**config.mk**
```make
export PLATFORM = sky130hd
export DESIGN_NAME = franken_muldiv
export DESIGN_NICKNAME = d
export VERILOG_FILES = /design/src/rtl/franken_pkg.sv /design/src/rtl/franken_div_step.sv /design/src/rtl/franken_muldiv.sv
export SDC_FILE = /design/constraint.sdc
export NUM_CORES = 2
export LEC_CHECK = 0
export ABC_AREA = 1
export ABC_CLOCK_PERIOD_IN_PS = 10500
export CORE_ASPECT_RATIO = 0.75
export CORE_MARGIN = 2
export CORE_UTILIZATION = 55
export CTS_CLUSTER_SIZE = 24
export DETAILED_ROUTE_END_ITERATION = 6
export PLACE_DENSITY_LB_ADDON = 0.08
export SYNTH_ARGS = -nofsm -noshare
export SYNTH_HDL_FRONTEND = slang
export SYNTH_SLANG_ARGS = --single-unit
```
**constraint.sdc**
```tcl
create_clock -name clk -period 10.5 [get_ports clk]
set_input_delay 2.1 -clock clk [delete_from_list [all_inputs] [get_ports clk]]
set_output_delay 2.1 -clock clk [all_outputs]
set_load 0.005 [all_outputs]
```
**src/rtl/franken_pkg.sv**
```systemverilog
// Shared definitions for the franken_riscv M-extension unit.
//   funct3 encodings, multiply/divide FSM state enum, default datapath width.
//   Imported by franken_muldiv and franken_div_step.
package franken_pkg;

  localparam int XLEN_DEFAULT = 32;

  localparam logic [2:0] M_MUL    = 3'b000;
  localparam logic [2:0] M_MULH   = 3'b001;
  localparam logic [2:0] M_MULHSU = 3'b010;
  localparam logic [2:0] M_MULHU  = 3'b011;
  localparam logic [2:0] M_DIV    = 3'b100;
  localparam logic [2:0] M_DIVU   = 3'b101;
  localparam logic [2:0] M_REM    = 3'b110;
  localparam logic [2:0] M_REMU   = 3'b111;

  typedef enum logic [1:0] {
    MD_IDLE = 2'd0,
    MD_MUL  = 2'd1,
    MD_DIV  = 2'd2,
    MD_DONE = 2'd3
  } md_state_t;

endpackage

```
**src/rtl/franken_div_step.sv**
```systemverilog
// One restoring-divide iteration on unsigned magnitudes (combinational).
//   Ports: rem/quo/dvs = partial remainder, dividend-shifting-into-quotient, divisor;
//          rem_next/quo_next = state after bringing down one dividend bit.
module franken_div_step #(
  parameter int XLEN = 32
) (
  input  logic [XLEN-1:0] rem,
  input  logic [XLEN-1:0] quo,
  input  logic [XLEN-1:0] dvs,
  output logic [XLEN-1:0] rem_next,
  output logic [XLEN-1:0] quo_next
);

  logic [XLEN:0] shifted;
  logic [XLEN:0] diff;

  // quo holds the not-yet-consumed dividend bits at the top and the
  // quotient bits accumulating at the bottom. Since rem < dvs, shifted
  // stays below 2*dvs, so the top bit of diff is a clean borrow flag.
  always_comb begin
    shifted = {rem, quo[XLEN-1]};
    diff    = shifted - {1'b0, dvs};
    if (diff[XLEN]) begin
      rem_next = shifted[XLEN-1:0];
      quo_next = {quo[XLEN-2:0], 1'b0};
    end else begin
      rem_next = diff[XLEN-1:0];
      quo_next = {quo[XLEN-2:0], 1'b1};
    end
  end

endmodule

```
**src/rtl/franken_muldiv.sv**
```systemverilog
// RV32M/RV64M execute-stage multiply/divide unit with start/busy/valid handshake.
//   Ports: start/funct3/src1/src2/rd_in issue an op; flush kills it; busy holds Exec;
//          valid pulses one cycle with result/rd_out.
module franken_muldiv
  import franken_pkg::*;
#(
  parameter int XLEN     = XLEN_DEFAULT,
  parameter int MUL_FAST = 1
) (
  input  logic            clk,
  input  logic            reset,
  input  logic            start,
  input  logic [2:0]      funct3,
  input  logic [XLEN-1:0] src1,
  input  logic [XLEN-1:0] src2,
  input  logic [4:0]      rd_in,
  input  logic            flush,
  output logic            busy,
  output logic            valid,
  output logic [XLEN-1:0] result,
  output logic [4:0]      rd_out
);

  localparam int CW = $clog2(XLEN) + 1;

  md_state_t         state;
  logic [CW-1:0]     cnt;
  logic [2:0]        op;
  logic [4:0]        rd_lat;
  logic              neg_main;   // negate product / quotient at the end
  logic              neg_rem;    // remainder takes the dividend's sign
  // acc is {product high, multiplier low} for multiply and {rem, quo} for divide;
  // opb is the multiplicand or the divisor magnitude.
  logic [2*XLEN-1:0] acc;
  logic [XLEN-1:0]   opb;

  // ---------------- operand conditioning ----------------
  logic            s1_signed, s2_signed;
  logic            src1_neg, src2_neg;
  logic [XLEN-1:0] mag1, mag2;
  logic            div_zero, div_ovf, is_special;
  logic [XLEN-1:0] special_res;

  always_comb begin
    s1_signed = 1'b0;
    s2_signed = 1'b0;
    if (!funct3[2]) begin
      s1_signed = (funct3 == M_MULH) || (funct3 == M_MULHSU);
      s2_signed = (funct3 == M_MULH);
    end else begin
      s1_signed = !funct3[0];
      s2_signed = !funct3[0];
    end
    src1_neg = s1_signed & src1[XLEN-1];
    src2_neg = s2_signed & src2[XLEN-1];
    // The most negative value maps onto itself, which is its correct unsigned magnitude.
    mag1 = src1_neg ? (-src1) : src1;
    mag2 = src2_neg ? (-src2) : src2;

    div_zero   = (src2 == '0);
    div_ovf    = !funct3[0] && (src1 == {1'b1, {(XLEN-1){1'b0}}}) && (src2 == '1);
    is_special = funct3[2] && (div_zero || div_ovf);
    if (div_zero) special_res = funct3[1] ? src1 : '1;
    else          special_res = funct3[1] ? '0 : src1;
  end

  // ---------------- single-cycle multiply ----------------
  logic [2*XLEN-1:0] fast_prod;

  generate
    if (MUL_FAST != 0) begin : g_fast_mul
      logic [2*XLEN-1:0] a_wide, b_wide;
      // Sign extension to 2*XLEN makes the truncated product exact.
      assign a_wide    = {{XLEN{src1_neg}}, src1};
      assign b_wide    = {{XLEN{src2_neg}}, src2};
      assign fast_prod = a_wide * b_wide;
    end else begin : g_no_fast_mul
      assign fast_prod = '0;
    end
  endgenerate

  // ---------------- iterative multiply step ----------------
  logic [XLEN:0]     mul_sum;
  logic [2*XLEN-1:0] mul_next;
  logic [2*XLEN-1:0] mul_final;

  always_comb begin
    mul_sum   = {1'b0, acc[2*XLEN-1:XLEN]} + (acc[0] ? {1'b0, opb} : '0);
    mul_next  = {mul_sum, acc[XLEN-1:1]};
    mul_final = neg_main ? (-mul_next) : mul_next;
  end

  // ---------------- divide step ----------------
  logic [XLEN-1:0] rem_next, quo_next;
  logic [XLEN-1:0] quo_fix, rem_fix;

  franken_div_step #(.XLEN(XLEN)) u_div_step (
    .rem      (acc[2*XLEN-1:XLEN]),
    .quo      (acc[XLEN-1:0]),
    .dvs      (opb),
    .rem_next (rem_next),
    .quo_next (quo_next)
  );

  always_comb begin
    quo_fix = neg_main ? (-quo_next) : quo_next;
    rem_fix = neg_rem  ? (-rem_next) : rem_next;
  end

  // ---------------- control FSM ----------------
  always_ff @(posedge clk) begin
    if (reset) begin
      state    <= MD_IDLE;
      cnt      <= '0;
      op       <= M_MUL;
      rd_lat   <= '0;
      neg_main <= 1'b0;
      neg_rem  <= 1'b0;
      acc      <= '0;
      opb      <= '0;
      busy     <= 1'b0;
      valid    <= 1'b0;
      result   <= '0;
      rd_out   <= '0;
    end else if (flush) begin
      // result and rd_out keep their last presented values.
      state <= MD_IDLE;
      cnt   <= '0;
      busy  <= 1'b0;
      valid <= 1'b0;
    end else begin
      valid <= 1'b0;
      case (state)
        MD_IDLE, MD_DONE: begin
          state <= MD_IDLE;
          busy  <= 1'b0;
          if (start) begin
            op       <= funct3;
            rd_lat   <= rd_in;
            neg_main <= src1_neg ^ src2_neg;
            neg_rem  <= src1_neg;
            if (!funct3[2] && (MUL_FAST != 0)) begin
              state  <= MD_DONE;
              valid  <= 1'b1;
              rd_out <= rd_in;
              result <= (funct3 == M_MUL) ? fast_prod[XLEN-1:0]
                                          : fast_prod[2*XLEN-1:XLEN];
            end else if (is_special) begin
              state  <= MD_DONE;
              valid  <= 1'b1;
              rd_out <= rd_in;
              result <= special_res;
            end else begin
              state <= funct3[2] ? MD_DIV : MD_MUL;
              busy  <= 1'b1;
              cnt   <= CW'(XLEN);
              // Multiply: high half accumulates, low half is the multiplier.
              // Divide: remainder starts at 0, dividend sits in the low half.
              acc   <= funct3[2] ? {{XLEN{1'b0}}, mag1} : {{XLEN{1'b0}}, mag2};
              opb   <= funct3[2] ? mag2 : mag1;
            end
          end
        end

        MD_MUL: begin
          acc <= mul_next;
          cnt <= cnt - 1'b1;
          if (cnt == CW'(1)) begin
            state  <= MD_DONE;
            busy   <= 1'b0;
            valid  <= 1'b1;
            rd_out <= rd_lat;
            result <= (op == M_MUL) ? mul_final[XLEN-1:0] : mul_final[2*XLEN-1:XLEN];
          end
        end

        MD_DIV: begin
          acc <= {rem_next, quo_next};
          cnt <= cnt - 1'b1;
          if (cnt == CW'(1)) begin
            state  <= MD_DONE;
            busy   <= 1'b0;
            valid  <= 1'b1;
            rd_out <= rd_lat;
            result <= op[1] ? rem_fix : quo_fix;
          end
        end

        default: begin
          state <= MD_IDLE;
          busy  <= 1'b0;
        end
      endcase
    end
  end

endmodule

```
==> qor.txt <==
Status: finished clean
First-pass GRT wire length: 336900 um
GRT Overall Usage: 0.4206
Number of max-cap violations: 0
Mapped Area: 57810 sq um
Synth top area share: 0.3902
Layout Skew: 23.00 ps
Post-DRT Antenna Nets: 0
Worst-Skew Late Latency: 510 ps
Layout cells sized above 1: 0.06080
First-pass DRT Iterations: 6
Hold Crit Class: register to register
Placer Congestion: 1.064
Top cell by count, worst path: fa_1
Layout area overhead: 7.841%
WP data arrival: 10380 ps
CP Max Fanout: 9
Syn_area_per_cell: 7.012 sq um
Final period utilization: 0.9560
Number of global-route vias before repair: 53724
Sequential share of the synthesized area: 0.05298
F_max: 99.62 MHz
Drt wl/cell: 23.00 um
Sink Count: 153
Cell Count, Final, Fillers Out: 9707
Post-synth EDFFs: 0
Synthesis-stage register bit count: 153
Synth Flop Type: dfxtp_1
DRT met1 WL: 94400 um
Max H-tree Level: 4
Worst EP required: 10840 ps
DRC: 0
Top Metal Used: met5
Ports: 115
Crit end category: register
Post-Synthesis Cells: 8245
Largest net degree at the start of global routing: 78
Detailed-route via count: 55032
Maximum clock path buffer count: 2
Row cnt: 102
Max_slew headroom: 0.1564
Setup violators final: 0
Syn nets: 9734
Hold Violations, Final: 0
WL met2: 84510 um
Die width: 378.4 um
Total negative slack: 0 ps
Total wire length: 223300 um
Final slew viol count: 0
Hpwl dp: 186500 um
Placed Instances: 9661
# hold bufs at CTS: 0
Root Buffer: clkbuf_16
Area leader, netlist: fa_1
Clock slew at reported path FFs: 80 ps
Met3 Wirelength: 34840 um
Net count, final: 9766
Routed vias/inst: 5.669
Kind of critical path: input port to register
Crit start category: input port
DR iter-0 viols: 7130
Period minus WS final: 10040 ps
CTS tree: yes
Slowest library cell on the worst path: fa_1
Yosys cell types: 61
Initial antenna violation count: 20
Die H: 284.8 um
Inserted Clock Buffers: 17
Dominant cells by area after synthesis: fa_1 (39%), nand2_1 (14%), inv_1 (13%), ha_1 (6.2%), dfxtp_1 (5.3%)
Core area: 103800 sq um
Largest stage delay on the critical path: 580 ps
Starting density of the core: 0.5572
Port Buffers: 114
Setup slack, reg-to-reg: 4960 ps
Die ar.: 107800 sq um
Grt ovf: 0
Yosys Warn Count: 0
Synth async-reset ratio: 0
Least-Margin Pin Slew: 1254 ps
Worst hold slack: 480.6 ps
[critical path, delay by kind of cell]
kind,cells,cell delay [ps]
AOI/OAI and AO/OA,10,1520
adders and majority gates,9,4300
buffers and inverters,10,1470
and+or+nand+nor,6,820
xor gates and xnor gates,1,150
[worst paths after layout]
kind,from,end,cells after the start
setup / recovery,funct3[0],result[28],36
hold / removal,result[28],result[28],2
setup reg to reg,acc[31],result[24],24
hold reg to reg,result[28],result[28],2
[cell usage after synthesis (8+ instances only)]
cell type / number
a211oi_1: 18
nand3b_1: 21
buf_2: 15
inv_1: 2017
nor4_1: 22
nor3_1: 68
o221ai_1: 19
a31oi_1: 47
clkbuf_1: 263
o31ai_1: 12
xor2_1: 76
inv_2: 12
or2_2: 15
dfxtp_1: 153
xnor2_1: 50
nand2_1: 2149
a21oi_1: 369
o22ai_1: 55
o2111ai_1: 8
nand2_2: 26
buf_1: 127
a21o_1: 25
fa_1: 1127
nand3_1: 302
o21ai_0: 304
o21bai_1: 18
nor2_2: 11
nor2_1: 458
o211ai_1: 29
ha_1: 286
nand4_1: 59
[cells in the final DEF, fill, tap and decap left out, types with 21 or more instances in the layout]
master | netlist | routed
nor4_1 | 22 | 21
a21o_1 | 25 | 25
dfxtp_1 | 153 | 152
o21ai_0 | 304 | 302
o22ai_1 | 55 | 55
buf_2 | 15 | 50
clkdlybuf4s50_1 | 0 | 63
nand2_2 | 26 | 27
nor3_1 | 68 | 66
o211ai_1 | 29 | 29
xnor2_1 | 50 | 50
xor2_1 | 76 | 76
nand3_1 | 302 | 302
buf_12 | 1 | 36
nor2_1 | 458 | 456
buf_4 | 2 | 273
a21oi_1 | 369 | 368
nand4_1 | 59 | 59
inv_1 | 2017 | 2010
a31oi_1 | 47 | 46
nand3b_1 | 21 | 21
nand2_1 | 2149 | 2148
fa_1 | 1127 | 1125
ha_1 | 286 | 284
[layout make-up]
type,count,area [sq um]
Antenna cell,13,32.53
Clock buffer,17,425.4
Clock inverter,15,197.7
Fill cell,9962,41410
Inverter,2036,7647
Multi-Input combinational cell,5646,45570
Sequential cell,153,3064
Tap cell,1404,1757
Timing Repair Buffer,423,3656
[registers in the layout, indices dropped and copies added, names as in the netlist]
register,flops
neg_rem,1
valid,1
cnt,6
acc,64
state,2
result,32
opb,32
rd_lat,5
rd_out,5
busy,1
op,3
neg_main,1
[cells by family (layout without fill, tap and decap cells)]
logic type	Yosys count	in the layout	share of synthesized area
AND/OR/NAND/NOR	3158	3158	0.2229
flip-flops	153	153	0.05298
XOR/XNOR	126	126	0.01909
other	0	13	0
AO/OA/AOI/OAI	943	943	0.09204
adder cells (fa/ha/maj)	1419	1419	0.4532
buffers and inverters	2446	2491	0.1598
[routing by layer]
layer / track usage / up-vias
met1: 0.6340 / 26660
met3: 0.1445 / 394
li1: - / 24540
met4: 0.1482 / 6
met5: 0 / -
met2: 0.5529 / 3432
[repair_timing]
action | in CTS | in global routing
resized for setup | 0 | 16
endpoints found under the setup margin | 0 | 15
setup buffers | 0 | 1
[through the flow]
step	utilization	cell area, sq um	setup WS (ps)
2_1_floorplan	-	57810	239.2
3_3_place_gp	0.5942	61650	-246.8
3_5_place_dp	0.5942	61650	-244.4
4_1_cts	0.6002	62270	262.9
5_1_grt	0.6007	62330	-1.961
6_report	0.6009	62350	462.0
Power is left out: the tool's default activity adds up to more than one toggle a clock period on the data nets, which glitch-free logic cannot reach.
